==> config.mk <==
export PLATFORM = sky130hd
export DESIGN_NAME = fetcher_luma16x16
export DESIGN_NICKNAME = d
export VERILOG_FILES = /design/src/rtl/fetcher_luma16x16.sv
export SDC_FILE = /design/constraint.sdc
export NUM_CORES = 1
export LEC_CHECK = 0
export CORE_ASPECT_RATIO = 0.75
export CORE_MARGIN = 4
export CORE_UTILIZATION = 50
export DETAILED_ROUTE_END_ITERATION = 10
export GPL_TIMING_DRIVEN = 0
export MAX_ROUTING_LAYER = met4
export PLACE_DENSITY = 0.77
export SLEW_MARGIN = 20
export SYNTH_ARGS = -nofsm -noshare
export SYNTH_HDL_FRONTEND = slang
export SYNTH_SLANG_ARGS = --single-unit
==> constraint.sdc <==
create_clock -name clk -period 4 [get_ports clk]
set_input_delay 0.8 -clock clk [delete_from_list [all_inputs] [get_ports clk]]
set_output_delay 0.8 -clock clk [all_outputs]
set_load 0.005 [all_outputs]
==> src/rtl/fetcher_luma16x16.sv <==
// Luma 16x16 residue read-back: fetches an MB's prediction mode, then
// streams its residues in raster order through a 2-entry valid/ready FIFO.
//
// Ports:
//   clk, reset             clock; synchronous active-high reset
//   start, mbnumber        fetch request (taken only when idle)
//   busy, err              fetch in progress; out-of-range start pulse
//   mode_rd_en, mode_addr  mode RAM read port (1-cycle latency)
//   mode_rdata             mode RAM read data
//   res_rd_en, res_addr    residue RAM read port (1-cycle latency)
//   res_rdata              residue RAM read data
//   mode, mode_valid       captured prediction mode
//   out_valid, out_ready   residue stream handshake
//   out_data, out_last     residue byte; final beat marker
module fetcher_luma16x16 #(
  parameter int LENGTH    = 1280,
  parameter int WIDTH     = 720,
  parameter int MB_SIZE_L = 16,
  parameter int MB_SIZE_W = 16,
  parameter int ADDR_W    = 20
) (
  input  logic              clk,
  input  logic              reset,
  input  logic              start,
  input  logic [12:0]       mbnumber,
  output logic              busy,
  output logic              err,
  output logic              mode_rd_en,
  output logic [12:0]       mode_addr,
  input  logic [2:0]        mode_rdata,
  output logic              res_rd_en,
  output logic [ADDR_W-1:0] res_addr,
  input  logic [7:0]        res_rdata,
  output logic [2:0]        mode,
  output logic              mode_valid,
  output logic              out_valid,
  input  logic              out_ready,
  output logic [7:0]        out_data,
  output logic              out_last
);

  localparam int MBX  = LENGTH / MB_SIZE_L;
  localparam int NMB  = MBX * (WIDTH / MB_SIZE_W);
  localparam int NPIX = MB_SIZE_L * MB_SIZE_W;
  localparam int CW   = $clog2(NPIX + 1);
  localparam int JW   = $clog2(MB_SIZE_L);

  localparam logic [12:0]     NMB_C  = 13'(NMB);
  localparam logic [12:0]     MBX_C  = 13'(MBX);
  localparam logic [CW-1:0]   NPIX_C = CW'(NPIX);
  localparam logic [JW-1:0]   JMAX   = JW'(MB_SIZE_L - 1);
  localparam logic [ADDR_W-1:0] ROW_STRIDE = ADDR_W'(LENGTH);
  localparam logic [ADDR_W-1:0] MB_ROW_STEP = ADDR_W'(MB_SIZE_W * LENGTH);
  localparam logic [ADDR_W-1:0] MB_COL_STEP = ADDR_W'(MB_SIZE_L);

  localparam logic [1:0] S_IDLE     = 2'd0;
  localparam logic [1:0] S_MODE_RD  = 2'd1;
  localparam logic [1:0] S_MODE_CAP = 2'd2;
  localparam logic [1:0] S_STREAM   = 2'd3;

  logic [1:0]        state;
  logic [12:0]       mb_q;
  logic [ADDR_W-1:0] mbx_a;
  logic [ADDR_W-1:0] mby_a;
  logic [ADDR_W-1:0] base_calc;
  logic [ADDR_W-1:0] row_base;
  logic [JW-1:0]     col;
  logic [CW-1:0]     issued;
  logic              inflight;
  logic              inflight_last;
  logic [8:0]        fifo_mem [2];
  logic              wr_ptr;
  logic              rd_ptr;
  logic [1:0]        count;
  logic [2:0]        occ;
  logic              pop;
  logic              issue;

  // MB origin: one constant divide on the latched index.
  always_comb begin
    mby_a     = ADDR_W'(mb_q / MBX_C);
    mbx_a     = ADDR_W'(mb_q % MBX_C);
    base_calc = mby_a * MB_ROW_STEP + mbx_a * MB_COL_STEP;
  end

  assign out_valid = (count != 2'd0);
  assign pop       = out_valid && out_ready;
  assign out_data  = out_valid ? fifo_mem[rd_ptr][7:0] : 8'd0;
  assign out_last  = out_valid ? fifo_mem[rd_ptr][8] : 1'b0;

  // Credit counts the slot freed by a pop this cycle, so a
  // continuously-ready sink sees one beat per cycle.
  assign occ   = {1'b0, count} + {2'b0, inflight} - {2'b0, pop};
  assign issue = (state == S_STREAM) && (issued != NPIX_C) &&
                 (occ < 3'd2);

  assign res_rd_en = issue;
  assign res_addr  = row_base + ADDR_W'(col);

  always_ff @(posedge clk) begin
    if (reset) begin
      state         <= S_IDLE;
      mb_q          <= '0;
      busy          <= 1'b0;
      err           <= 1'b0;
      mode_rd_en    <= 1'b0;
      mode_addr     <= '0;
      mode          <= '0;
      mode_valid    <= 1'b0;
      row_base      <= '0;
      col           <= '0;
      issued        <= '0;
      inflight      <= 1'b0;
      inflight_last <= 1'b0;
      wr_ptr        <= 1'b0;
      rd_ptr        <= 1'b0;
      count         <= '0;
    end else begin
      err <= 1'b0;
      case (state)
        S_IDLE: begin
          if (start) begin
            if (mbnumber < NMB_C) begin
              mb_q       <= mbnumber;
              mode_addr  <= mbnumber;
              mode_rd_en <= 1'b1;
              busy       <= 1'b1;
              mode_valid <= 1'b0;
              state      <= S_MODE_RD;
            end else begin
              err <= 1'b1;
            end
          end
        end
        S_MODE_RD: begin
          mode_rd_en <= 1'b0;
          row_base   <= base_calc;
          col        <= '0;
          issued     <= '0;
          state      <= S_MODE_CAP;
        end
        S_MODE_CAP: begin
          mode       <= mode_rdata;
          mode_valid <= 1'b1;
          state      <= S_STREAM;
        end
        S_STREAM: begin
          if (pop && out_last) begin
            busy  <= 1'b0;
            state <= S_IDLE;
          end
        end
        default: state <= S_IDLE;
      endcase

      if (issue) begin
        issued <= issued + CW'(1);
        if (col == JMAX) begin
          col      <= '0;
          row_base <= row_base + ROW_STRIDE;
        end else begin
          col <= col + JW'(1);
        end
      end

      inflight      <= issue;
      inflight_last <= issue && (issued == NPIX_C - CW'(1));

      if (inflight)
        wr_ptr <= ~wr_ptr;
      if (pop)
        rd_ptr <= ~rd_ptr;
      count <= count + {1'b0, inflight} - {1'b0, pop};
    end
  end

  always_ff @(posedge clk) begin
    if (inflight)
      fifo_mem[wr_ptr] <= {inflight_last, res_rdata};
  end

endmodule

==> results of run 1 <==
final cells by class:
| type | instances | area (µm²) |
|---|---|---|
| Multi-Input combinational cell | 520 | 3880 |
| Fill cell | 896 | 3420 |
| Sequential cell | 80 | 1800 |
| Timing Repair Buffer | 107 | 1000 |
| Buffer | 40 | 245 |
| Clock buffer | 11 | 233 |
| Tap cell | 140 | 175 |
| Inverter | 29 | 114 |
| Clock inverter | 5 | 30.0 |
how the worst max path moves through the flow:
| stage | startpoint | to | slack [ps] |
|---|---|---|---|
| after global routing | mb_q[11] | row_base[19] | -370 |
| final | mb_q[10] | row_base[19] | -190 |
| after CTS | mb_q[10] | row_base[19] | -140 |
| after global placement | out_ready | row_base[5] | -960 |
| after detailed placement | out_ready | res_rd_en | -730 |
| after floorplan | mb_q[8] | row_base[19] | 20 |
stage by stage:
stage          setup WS, ps  hold slack (ps)  setup TNS (ps)  cells
2_1_floorplan          15.4              404               0    670
3_3_place_gp           -962              413          -15500    887
3_5_place_dp           -735              424           -4980    888
4_1_cts                -140              438            -351    923
5_1_grt                -369              459           -1140    932
6_report               -186              439            -490    932
flip-flops by register name, summed over array words and instances (netlist names), named ones only:
name / count
busy: 1
row_base: 20
state: 2
wr_ptr: 1
rd_ptr: 1
mode_valid: 1
issued: 9
col: 4
err: 1
mode: 3
inflight: 1
count: 2
inflight_last: 1
fifo_mem: 18
mb_q: 13
mode_rd_en: 1
power breakdown:
part	internal (mW)	switching [mW]	total, mW
logic	0.828	0.942	1.77
clock network	0.421	0.327	0.748
registers	0.920	0.0964	1.02
metal layers:
layer / GRT usage, % / vias up / part of all wire [%]
met3: 5.85 / 34 / 7.6
met1: 37.7 / 2722 / 45
li1: - / 2649 / -
met4: 5.67 / 0 / 1.5
met2: 40.5 / 256 / 46
met5: - / - / 0
logic make-up after synthesis:
logic type / Yosys count / share of synthesized area (%)
mux: 32 / 5.75
other cells: 2 / 0.135
compound gates: 161 / 20.0
simple gates: 243 / 22.1
buf+inv: 71 / 5.44
flops: 80 / 32.0
fa+ha+maj: 35 / 8.36
xor+xnor: 40 / 6.29
synthesized netlist by cell type, types with 4 or more instances:
library cell	number
a2111oi_0	4
a211oi_1	4
a21o_1	5
a21oi_1	51
a311oi_1	10
a31oi_1	7
and2_1	5
and3_1	8
buf_2	8
clkbuf_1	26
dfxtp_1	62
edfxtp_1	18
fa_1	4
ha_1	30
inv_1	28
mux2i_1	32
nand2_1	50
nand2b_1	7
nand3_1	16
nand3b_1	4
nand4_1	4
nor2_1	85
nor2b_1	9
nor3_1	16
nor3b_1	5
nor4_1	5
nor4bb_1	4
o21ai_0	24
o21ai_1	4
o22ai_1	4
o31ai_1	4
or3_1	6
xnor2_1	27
xor2_1	13
worst reg2reg max path: stages (launching register included):
cell,delay (ps)
dfxtp_4,360
buf_6,130
or3b_4,430
o22a_4,260
o211ai_4,260
buf_6,150
a311oi_2,40
a32o_1,290
a2111o_1,470
ha_2,210
ha_4,160
fa_2,370
a21o_1,180
a21oi_2,130
xnor2_1,150
xnor2_1,170
xor2_1,100
a21oi_1,140
nor2_1,50
repair_timing:
action,4_1_cts,5_1_grt
resized for setup,76,36
hold buffers,0,0
setup buffers,18,9
cloned,2,1
pin swaps,28,24
setup endpoints to repair,17,15
==> summary.md, run 1 <==
| Metric | Value |
|---|---|
| Most frequent cells in the layout | `82 x nor2_1, 76 x clkdlybuf4s50_1, 55 x dfxtp_1` |
| Die Area | `roughly 13000 µm²` |
| Initial core utilization | `51.1%` |
| Max IR drop VDD | `between 0.0003 and 0.0004 V` |
| Hold Vio Cnt, Final | `0` |
| Fmax | `~240 MHz` |
| Clk slew on worst S/H paths | `around 60 ps` |
| CP max FO | `5` |
| Design Power | `roughly 3.5 mW` |
| Max Cap Viol | `0` |
| Failing checks | `negative setup slack` |
| Overall routing resource usage | `27.0%` |
| CP Cell Sequence | `buf_6, or3b_4, o22a_4, o211ai_4, buf_6, a311oi_2, a32o_1, a2111o_1, ha_2, ha_4, fa_2, a21o_1, a21oi_2, xnor2_1, xnor2_1, xor2_1, a21oi_1, nor2_1` |
| Startpoint Class | `flop` |
| Post-synth ARST share | `0%` |
| Outcome | `finished with violations` |
| CTS max path bufs | `2` |
| Buffer and inverter count on the worst path | `2` |
| Clock Skew | `5.42 ps` |
| Final min period | `~4200 ps` |
| CTS Sinks | `80` |
| Leakage power | `2.88 nW` |
| Mean post-synth cell area | `approximately 8.4 µm²` |
| PD cells | `approximately 470 nW/µm²` |
| Seq cells post-synth | `80` |
| Height of the die | `about 100 µm` |
| CP endpoint kind | `flop` |
| Most common cell after layout, fill and taps aside | `nor2_1` |
| Number of DRC markers in iteration 0 | `between 300 and 400` |
| Worst Hold End | `fifo_mem[1][8]` |
| First-pass GRT wire length | `~27000 µm` |
| Yosys top cell area share | `between 20% and 30%` |
| Core Util, Final | `around two thirds` |
| Yosys Warn Count | `0` |
| Synth cell types | `between 80 and 90` |
| Worst reg2reg path startpoint | `mb_q[10]` |
| Worst setup path class | `reg2reg` |
| Routed length per placed instance | `~19 µm` |
| Netlist Area Pre-Place | `~5600 µm²` |
| DR pass1 iterations | `5` |
| Worst hold path depth | `0` |
| RePlAce Congestion | `between 0.9 and 1` |
| Tightest Pin Transition | `between 800 and 900 ps` |
| Worst Hold Launch | `inflight_last` |
| DPL Wire Length | `between 10000 and 15000 µm` |
| Worst-case reg-to-reg path depth | `18` |
| Reg-to-reg setup timing slack | `-190 ps` |
| Vias in the first global route | `5505` |
| Residual DRC | `0` |
| Vias | `5661` |
| EDFF count, synth | `18` |
| Vias/cell | `roughly 6.1` |
| Synth Flop Type | `dfxtp_1` |
| Synth Instances | `664` |
| Share of post-route cells with drive strength above 1 | `between 10% and 20%` |
| Num ports | `79` |
| Fin nets | `849` |
| Die X | `roughly 130 µm` |
| Area Growth Syn to Fin | `34.3%` |
| CTS Root Cell | `clkbuf_16` |
| Req. time, crit path | `around 4200 ps` |
| Routed Antenna Nets | `0` |
| Largest net degree at the start of global routing | `15` |
| Cell taking the most area after synthesis | `dfxtp_1` |
| Setup violators final | `4` |
| Slew Limit Fails | `0` |
| Core area | `10900 µm²` |
| # diodes | `0` |
| Gr ovfl total | `0` |
| RR Endpoint | `row_base[19]` |
| IO Port Bufs | `77` |
| Drt total wl | `~17000 µm` |
| PnR worst setup slack | `-186 ps` |
| Largest stage delay, worst path | `470 ps` |
| Critical path depth | `18` |
| Synth top area cells | `dfxtp_1 22%, edfxtp_1 9.7%, ha_1 6.7%` |
| Crit-path slowest cell | `a2111o_1` |
| Hold Path Class | `reg2reg` |
| Rel. slew slack | `45.2%` |
| CTS tree | `built` |
| Htree depth | `3` |
| Initial antenna violation count | `0` |
| Post-place instance area | `around 6500 µm²` |
| Crit path DAT | `approximately 4400 ps` |
| Tcrit/Tclk final | `105%` |
| Total CTS buffers | `9` |
| Post-synthesis sequential area ratio | `32.0%` |
| CP top delay family | `compound AO/OA/AOI/OAI gates` |
| # rows | `33` |
| RSZ-0062 raised after global routing | `yes` |
| Clk Latency, worst-skew pair | `between 300 and 400 ps` |
| Final Cell Area | `approximately 7500 µm²` |
No activity file was read; power rests on OpenSTA's default activity.
==> inputs of run 2 (changes only) <==
--- a/config.mk
+++ b/config.mk
@@ -8,6 +8,7 @@
 export CORE_ASPECT_RATIO = 0.75
 export CORE_MARGIN = 4
 export CORE_UTILIZATION = 50
+export CTS_CLUSTER_SIZE = 24
 export DETAILED_ROUTE_END_ITERATION = 10
 export GPL_TIMING_DRIVEN = 0
 export MAX_ROUTING_LAYER = met4
==> results of run 2 <==
No change in the layout: final DEF, timing and power equal those of run 1.
